==> src/rtl/udm_bus_initiator_if.sv <==
// Command, completion and responder-bus signals of udm_bus_initiator.
// The master modport is the initiator's view; slave is the host/responder side.
interface udm_bus_initiator_if #(
  parameter int ADDR_W = 32,
  parameter int DATA_W = 32
);
  logic                cmd_valid_i;
  logic                cmd_ready_o;
  logic                cmd_we_i;
  logic [ADDR_W-1:0]   cmd_addr_bi;
  logic [DATA_W/8-1:0] cmd_be_bi;
  logic [DATA_W-1:0]   cmd_wdata_bi;
  logic                rsp_valid_o;
  logic                rsp_ready_i;
  logic                rsp_err_o;
  logic [DATA_W-1:0]   rsp_rdata_bo;
  logic                bus_req_o;
  logic                bus_we_o;
  logic [ADDR_W-1:0]   bus_addr_bo;
  logic [DATA_W/8-1:0] bus_be_bo;
  logic [DATA_W-1:0]   bus_wdata_bo;
  logic                bus_ack_i;
  logic                bus_resp_i;
  logic [DATA_W-1:0]   bus_rdata_bi;
  logic                stray_resp_o;

  modport master (
    input  cmd_valid_i, cmd_we_i, cmd_addr_bi, cmd_be_bi, cmd_wdata_bi,
    input  rsp_ready_i, bus_ack_i, bus_resp_i, bus_rdata_bi,
    output cmd_ready_o, rsp_valid_o, rsp_err_o, rsp_rdata_bo,
    output bus_req_o, bus_we_o, bus_addr_bo, bus_be_bo, bus_wdata_bo, stray_resp_o
  );

  modport slave (
    output cmd_valid_i, cmd_we_i, cmd_addr_bi, cmd_be_bi, cmd_wdata_bi,
    output rsp_ready_i, bus_ack_i, bus_resp_i, bus_rdata_bi,
    input  cmd_ready_o, rsp_valid_o, rsp_err_o, rsp_rdata_bo,
    input  bus_req_o, bus_we_o, bus_addr_bo, bus_be_bo, bus_wdata_bo, stray_resp_o
  );
endinterface

==> src/rtl/udm_bus_initiator.sv <==
// Single-outstanding req/ack/resp bus initiator with a shared request/response timeout.
// All outputs are registered; the next-state logic feeds one always_ff.
module udm_bus_initiator #(
  parameter int ADDR_W      = 32,
  parameter int DATA_W      = 32,
  parameter int BUS_TIMEOUT = 1024*1024*100
) (
  input  logic                 clk_i,
  input  logic                 rst_i,
  udm_bus_initiator_if.master  bus
);

  localparam int CNT_W = $clog2(BUS_TIMEOUT + 1);
  localparam logic [CNT_W-1:0] CNT_LAST = CNT_W'(BUS_TIMEOUT - 1);
  localparam logic [CNT_W-1:0] CNT_MAX  = {CNT_W{1'b1}};

  typedef enum logic [1:0] {
    IDLE,
    REQ,
    WAIT_RESP,
    RSP
  } state_t;

  state_t              state_q, state_d;
  logic [CNT_W-1:0]    cnt_q, cnt_d;
  logic                ready_q, ready_d;
  logic                req_q, req_d;
  logic                we_q, we_d;
  logic [ADDR_W-1:0]   addr_q, addr_d;
  logic [DATA_W/8-1:0] be_q, be_d;
  logic [DATA_W-1:0]   wdata_q, wdata_d;
  logic                rsp_valid_q, rsp_valid_d;
  logic                rsp_err_q, rsp_err_d;
  logic [DATA_W-1:0]   rsp_rdata_q, rsp_rdata_d;
  logic                stray_q, stray_d;
  logic                expired;

  assign expired = (cnt_q == CNT_LAST);

  always_comb begin
    state_d     = state_q;
    cnt_d       = cnt_q;
    ready_d     = ready_q;
    req_d       = req_q;
    we_d        = we_q;
    addr_d      = addr_q;
    be_d        = be_q;
    wdata_d     = wdata_q;
    rsp_valid_d = rsp_valid_q;
    rsp_err_d   = rsp_err_q;
    rsp_rdata_d = rsp_rdata_q;
    // A response is only legitimate once the request phase has been acked.
    stray_d     = stray_q | (bus.bus_resp_i && (state_q != WAIT_RESP));

    case (state_q)
      IDLE: begin
        if (bus.cmd_valid_i) begin
          state_d = REQ;
          ready_d = 1'b0;
          req_d   = 1'b1;
          we_d    = bus.cmd_we_i;
          addr_d  = bus.cmd_addr_bi;
          be_d    = bus.cmd_be_bi;
          wdata_d = bus.cmd_wdata_bi;
          cnt_d   = '0;
        end
      end

      REQ: begin
        if (cnt_q != CNT_MAX) cnt_d = cnt_q + CNT_W'(1);
        // Completion in the expiry cycle takes priority over the timeout.
        if (bus.bus_ack_i) begin
          req_d = 1'b0;
          if (we_q) begin
            state_d     = RSP;
            rsp_valid_d = 1'b1;
            rsp_err_d   = 1'b0;
            rsp_rdata_d = '0;
          end else begin
            state_d = WAIT_RESP;
          end
        end else if (expired) begin
          req_d       = 1'b0;
          state_d     = RSP;
          rsp_valid_d = 1'b1;
          rsp_err_d   = 1'b1;
          rsp_rdata_d = '0;
        end
      end

      WAIT_RESP: begin
        if (cnt_q != CNT_MAX) cnt_d = cnt_q + CNT_W'(1);
        if (bus.bus_resp_i) begin
          state_d     = RSP;
          rsp_valid_d = 1'b1;
          rsp_err_d   = 1'b0;
          rsp_rdata_d = bus.bus_rdata_bi;
        end else if (expired) begin
          state_d     = RSP;
          rsp_valid_d = 1'b1;
          rsp_err_d   = 1'b1;
          rsp_rdata_d = '0;
        end
      end

      RSP: begin
        if (bus.rsp_ready_i) begin
          state_d     = IDLE;
          ready_d     = 1'b1;
          rsp_valid_d = 1'b0;
          rsp_err_d   = 1'b0;
          rsp_rdata_d = '0;
        end
      end

      default: begin
        state_d = IDLE;
        ready_d = 1'b1;
      end
    endcase
  end

  always_ff @(posedge clk_i or posedge rst_i) begin
    if (rst_i) begin
      state_q     <= IDLE;
      cnt_q       <= '0;
      ready_q     <= 1'b1;
      req_q       <= 1'b0;
      we_q        <= 1'b0;
      addr_q      <= '0;
      be_q        <= '0;
      wdata_q     <= '0;
      rsp_valid_q <= 1'b0;
      rsp_err_q   <= 1'b0;
      rsp_rdata_q <= '0;
      stray_q     <= 1'b0;
    end else begin
      state_q     <= state_d;
      cnt_q       <= cnt_d;
      ready_q     <= ready_d;
      req_q       <= req_d;
      we_q        <= we_d;
      addr_q      <= addr_d;
      be_q        <= be_d;
      wdata_q     <= wdata_d;
      rsp_valid_q <= rsp_valid_d;
      rsp_err_q   <= rsp_err_d;
      rsp_rdata_q <= rsp_rdata_d;
      stray_q     <= stray_d;
    end
  end

  assign bus.cmd_ready_o  = ready_q;
  assign bus.bus_req_o    = req_q;
  assign bus.bus_we_o     = we_q;
  assign bus.bus_addr_bo  = addr_q;
  assign bus.bus_be_bo    = be_q;
  assign bus.bus_wdata_bo = wdata_q;
  assign bus.rsp_valid_o  = rsp_valid_q;
  assign bus.rsp_err_o    = rsp_err_q;
  assign bus.rsp_rdata_bo = rsp_rdata_q;
  assign bus.stray_resp_o = stray_q;

endmodule

==> src/flat_wrapper.sv <==
// flat-port wrapper written by rule: the top's interface ports become plain ports
module udm_bus_initiator_flat 
#(
  parameter int ADDR_W      = 32,
  parameter int DATA_W      = 32,
  parameter int BUS_TIMEOUT = 1024*1024*100
)
  (clk_i, rst_i, bus_cmd_valid_i, bus_cmd_we_i, bus_cmd_addr_bi, bus_cmd_be_bi, bus_cmd_wdata_bi, bus_rsp_ready_i, bus_bus_ack_i, bus_bus_resp_i, bus_bus_rdata_bi, bus_cmd_ready_o, bus_rsp_valid_o, bus_rsp_err_o, bus_rsp_rdata_bo, bus_bus_req_o, bus_bus_we_o, bus_bus_addr_bo, bus_bus_be_bo, bus_bus_wdata_bo, bus_stray_resp_o);
  udm_bus_initiator_if #(.ADDR_W(ADDR_W), .DATA_W(DATA_W)) bus_i ();
  input  logic clk_i;
  input  logic rst_i;
  input wire logic [$bits(bus_i.cmd_valid_i)-1:0] bus_cmd_valid_i;
  input wire logic [$bits(bus_i.cmd_we_i)-1:0] bus_cmd_we_i;
  input wire logic [$bits(bus_i.cmd_addr_bi)-1:0] bus_cmd_addr_bi;
  input wire logic [$bits(bus_i.cmd_be_bi)-1:0] bus_cmd_be_bi;
  input wire logic [$bits(bus_i.cmd_wdata_bi)-1:0] bus_cmd_wdata_bi;
  input wire logic [$bits(bus_i.rsp_ready_i)-1:0] bus_rsp_ready_i;
  input wire logic [$bits(bus_i.bus_ack_i)-1:0] bus_bus_ack_i;
  input wire logic [$bits(bus_i.bus_resp_i)-1:0] bus_bus_resp_i;
  input wire logic [$bits(bus_i.bus_rdata_bi)-1:0] bus_bus_rdata_bi;
  output wire logic [$bits(bus_i.cmd_ready_o)-1:0] bus_cmd_ready_o;
  output wire logic [$bits(bus_i.rsp_valid_o)-1:0] bus_rsp_valid_o;
  output wire logic [$bits(bus_i.rsp_err_o)-1:0] bus_rsp_err_o;
  output wire logic [$bits(bus_i.rsp_rdata_bo)-1:0] bus_rsp_rdata_bo;
  output wire logic [$bits(bus_i.bus_req_o)-1:0] bus_bus_req_o;
  output wire logic [$bits(bus_i.bus_we_o)-1:0] bus_bus_we_o;
  output wire logic [$bits(bus_i.bus_addr_bo)-1:0] bus_bus_addr_bo;
  output wire logic [$bits(bus_i.bus_be_bo)-1:0] bus_bus_be_bo;
  output wire logic [$bits(bus_i.bus_wdata_bo)-1:0] bus_bus_wdata_bo;
  output wire logic [$bits(bus_i.stray_resp_o)-1:0] bus_stray_resp_o;
  assign bus_i.cmd_valid_i = bus_cmd_valid_i;
  assign bus_i.cmd_we_i = bus_cmd_we_i;
  assign bus_i.cmd_addr_bi = bus_cmd_addr_bi;
  assign bus_i.cmd_be_bi = bus_cmd_be_bi;
  assign bus_i.cmd_wdata_bi = bus_cmd_wdata_bi;
  assign bus_i.rsp_ready_i = bus_rsp_ready_i;
  assign bus_i.bus_ack_i = bus_bus_ack_i;
  assign bus_i.bus_resp_i = bus_bus_resp_i;
  assign bus_i.bus_rdata_bi = bus_bus_rdata_bi;
  assign bus_cmd_ready_o = bus_i.cmd_ready_o;
  assign bus_rsp_valid_o = bus_i.rsp_valid_o;
  assign bus_rsp_err_o = bus_i.rsp_err_o;
  assign bus_rsp_rdata_bo = bus_i.rsp_rdata_bo;
  assign bus_bus_req_o = bus_i.bus_req_o;
  assign bus_bus_we_o = bus_i.bus_we_o;
  assign bus_bus_addr_bo = bus_i.bus_addr_bo;
  assign bus_bus_be_bo = bus_i.bus_be_bo;
  assign bus_bus_wdata_bo = bus_i.bus_wdata_bo;
  assign bus_stray_resp_o = bus_i.stray_resp_o;
  udm_bus_initiator #(.ADDR_W(ADDR_W), .DATA_W(DATA_W), .BUS_TIMEOUT(BUS_TIMEOUT)) u_core (.clk_i(clk_i), .rst_i(rst_i), .bus(bus_i));
endmodule
==> config.mk <==
export PLATFORM = sky130hd
export DESIGN_NAME = udm_bus_initiator_flat
export DESIGN_NICKNAME = d
export VERILOG_FILES = /design/src/rtl/udm_bus_initiator_if.sv /design/src/rtl/udm_bus_initiator.sv /design/src/flat_wrapper.sv
export SDC_FILE = /design/constraint.sdc
export NUM_CORES = 1
export LEC_CHECK = 0
export CAP_MARGIN = 20
export CORE_AREA = 3 3 110 191
export CTS_CLUSTER_SIZE = 40
export DETAILED_ROUTE_END_ITERATION = 10
export DIE_AREA = 0 0 113 194
export PLACE_DENSITY = 0.6
export SYNTH_ARGS = -nofsm -noshare
export SYNTH_HDL_FRONTEND = slang
export SYNTH_SLANG_ARGS = --single-unit
==> constraint.sdc <==
create_clock -name clk_i -period 9.8 [get_ports clk_i]
set_input_delay 2.45 -clock clk_i [delete_from_list [all_inputs] [get_ports clk_i]]
set_output_delay 2.45 -clock clk_i [all_outputs]
set_load 0.03 [all_outputs]
==> results_dict.tcl <==
set metrics [dict create \
    hold_end "u_core.bus.stray_resp_o$_DFF_PP0_" \
    routed_wl_mm 16.7 \
    track_usage 0.156 \
    globalplace.congestion 0.827 \
    num-nets-final 799 \
    synth_fp_nets 588 \
    ys_types 56 \
    ant_nets 0 \
    max_freq_mhz 241 \
    cts_max_path_buffers 2 \
    async_flop_share 1.00 \
    drc 0 \
    worst_path_max_delay_cell "or4_1" \
    vdd_drop_max_v 0.000197 \
    p_leak_uw 0.00372 \
    grt-ovfl-total 0 \
    syn_area_per_cell_sq_um 12.3 \
    cts-root-buf "clkbuf_16" \
    r2r_setup_slack_ps 6770 \
    final_layout_size_suffix_gt1_frac 0.163 \
    cts_tree "built" \
    die-width_microns 113 \
    cts_resized 0 \
    r2r-end "u_core.cnt_q[5]$_DFFE_PP0P_" \
    grt_max_degree 80 \
    utilization 0.446 \
    critPathKind "primary input to flip-flop" \
    avgRoutedWirePerCell_microns 17.7 \
    insertion_delay_ps 410 \
    synth_ff_type "dfrtp_1" \
    drv_cap 0 \
    synth_edf_count 0 \
    dieArea_sq_mm 0.0219 \
    crit_buf_inv 1 \
    synthToLayoutAreaGrowth_pct 50.7 \
    layout_worst_path_cycle_share 0.423 \
    worstMarginPinSlew_ps 1010 \
    die_height_microns 194 \
    finalCriticalPeriod_ps 4140 \
    first_pass_iters 5 \
    slew_headroom 0.329 \
    post_dp_cell_area_sq_mm 0.00821 \
    yosysWarnings 0 \
    synthMuxAreaShare 0.135 \
    status "finished clean" \
    hold_buffers 0 \
    tns_ps 0 \
    finalHoldViolations 0 \
    min_path_type "flip-flop to flip-flop" \
    core-area_sq_mm 0.0197 \
    netlist_area_sq_mm 0.00584 \
    p_total_uw 2840 \
    design_area_sq_mm 0.00881 \
    grt_pass1_vias 5017 \
    antenna_found_initial 0 \
    clkTransAtPathRegs_ps 60 \
    r2r_start "u_core.state_q[1]$_DFFE_PP0P_" \
    n_antenna_cell 0 \
    synthCells 475 \
    synth_top_family_by_area "compound AO/OA/AOI/OAI gates" \
    finalSetupViolCount 0 \
    hold_depth 1 \
    drtIter0Drc 294 \
    grt_pass1_wl_mm 27.1 \
    yosysSeqAreaShare 0.578 \
    viasPerCell 4.99 \
    startpoint_type "primary input" \
    h-tree-depth 4 \
    crit_path_max_fanout 16 \
    synth_xor_area_frac 0 \
    clock-sinks 135 \
    setup_ws_ps 5660 \
    slew_viol_final 0 \
    synth-compound-area-share 0.137 \
    dp_slack_ps 5210 \
    power_density_mw_per_mm2 323 \
    critPathTopFamily "simple AND/OR/NAND/NOR gates" \
    cts_made_buffers 17 \
    dp_hpwl_mm 12.2 \
    post-cts-setup-buffer-count 0 \
    synthAdderAreaFrac 0.0128 \
    clock_skew_ps 8.55 \
    rows 68 \
    port_buffers 212 \
    start_util 0.296 \
    crit_required_ps 10130 \
    critPathCaptureType "flip-flop" \
    cp_slowest_stage_delay_ps 710 \
    pin_count 213 \
    cp_cell_sequence "clkdlybuf4s50_1 -> nand2b_1 -> nand3_1 -> or4_1 -> o211ai_2" \
    vias 4709 \
    cp.arrival_ps 4470 \
    min_from "u_core.bus.stray_resp_o$_DFF_PP0_" \
    rsz0062_at_grt "false" \
    ys_ff_latch 135 \
    reg2reg_depth 7 \
    synthSimpleGateAreaFrac 0.112 \
]
placed cells by master (no fill, tap or decap), types with 3 or more instances in the layout:
master | Yosys | final
nand3_1 | 20 | 20
clkinv_2 | 0 | 3
or4_1 | 7 | 7
ha_1 | 6 | 6
clkdlybuf4s50_1 | 0 | 212
nor3_1 | 6 | 6
nor4_1 | 8 | 8
nand4_1 | 5 | 5
nor2_1 | 20 | 20
clkbuf_16 | 0 | 17
or3_1 | 3 | 3
o311ai_0 | 3 | 3
mux2_2 | 69 | 69
o41ai_1 | 3 | 3
a211o_1 | 3 | 3
clkbuf_1 | 10 | 4
and4_1 | 4 | 4
a21oi_1 | 17 | 17
a22o_1 | 32 | 32
inv_1 | 12 | 11
a21o_1 | 5 | 5
o211ai_1 | 5 | 5
a31oi_1 | 3 | 3
nand2_1 | 32 | 31
buf_4 | 0 | 3
o21ai_0 | 15 | 15
and2_1 | 4 | 4
dfrtp_1 | 134 | 134
how the worst max path moves through the flow:
stage | start | endpoint | slack, ps | cells after the start
3_5_place_dp | bus_cmd_valid_i | u_core.cnt_q[18]$_DFFE_PP0P_ | 5210 | 5
5_1_grt | bus_cmd_valid_i | u_core.cnt_q[18]$_DFFE_PP0P_ | 5480 | 5
4_1_cts | bus_cmd_valid_i | u_core.cnt_q[18]$_DFFE_PP0P_ | 5660 | 5
2_1_floorplan | rst_i | u_core.bus.bus_addr_bo[0]$_DFFE_PP0P_ | 3740 | 1
3_3_place_gp | bus_cmd_valid_i | u_core.cnt_q[18]$_DFFE_PP0P_ | 5310 | 5
6_report | bus_cmd_valid_i | u_core.cnt_q[18]$_DFFE_PP0P_ | 5660 | 5
kinds of logic (layout without fill, tap and decap cells):
logic type      after synthesis  after routing
buf+inv                      36            259
flops                       135            135
mux                          70             70
simple gates                121            121
compound gates              107            107
fa+ha+maj                     6              6
area by class of cell:
cell class | count | area (sq um)
Clock inverter | 8 | 98.8
Tap cell | 245 | 307
Sequential cell | 135 | 3380
Clock buffer | 23 | 468
Multi-Input combinational cell | 304 | 2340
Timing Repair Buffer | 216 | 2170
Inverter | 12 | 47.5
Fill cell | 1839 | 10900
cell usage after synthesis, drive strengths merged (2+ instances only):
master  count  area [sq um]
and2        4          25.0
a21o        6          52.6
o21ai      18          93.8
a21oi      17          85.1
and4        4          35.0
nor2       20          75.1
mux2       69           777
a22o       32           280
nand4       6          52.6
buf        14          60.1
a211oi      2          15.0
o41ai       3          26.3
and3        2          12.5
nand2      32           120
dfrtp     134          3350
nor4        9          71.3
o311ai      3          26.3
or4         8          63.8
nor2b       2          12.5
or3         3          18.8
a211o       3          26.3
inv        12          45.0
a31oi       3          18.8
nor3        6          30.0
o211ai      6          50.1
nand3      21           110
ha          6          75.1
clkbuf     10          37.5
o211a       2          20.0
layer usage:
| metal | global-route usage | vias to the layer above | share of wire |
|---|---|---|---|
| met3 | 0.0309 | 30 | 0.047 |
| met2 | 0.283 | 171 | 0.55 |
| met4 | 0.0700 | 0 | 0.027 |
| met1 | 0.174 | 2317 | 0.37 |
| li1 | - | 2191 | - |
| met5 | 0 | - | 0 |
registers in the layout (all words and copies together), names as in the netlist, 2 cells and up:
signal and count:
u_core.bus.bus_addr_bo 32, u_core.bus.bus_be_bo 4, u_core.state_q 2, u_core.bus.rsp_rdata_bo 32, u_core.bus.bus_wdata_bo 32, u_core.cnt_q 27
metrics by stage:
step	hold WS (ps)	instances
2_1_floorplan	452	475
3_3_place_gp	467	911
3_5_place_dp	471	911
4_1_cts	481	942
5_1_grt	497	943
6_report	483	943
power by group:
group          internal, uW  switching (uW)  leakage [uW]
Combinational           589             767       0.00174
Sequential              761             110       0.00171
Clock                   386             231      0.000273
Note: power is estimated with default switching activity, not from simulation.
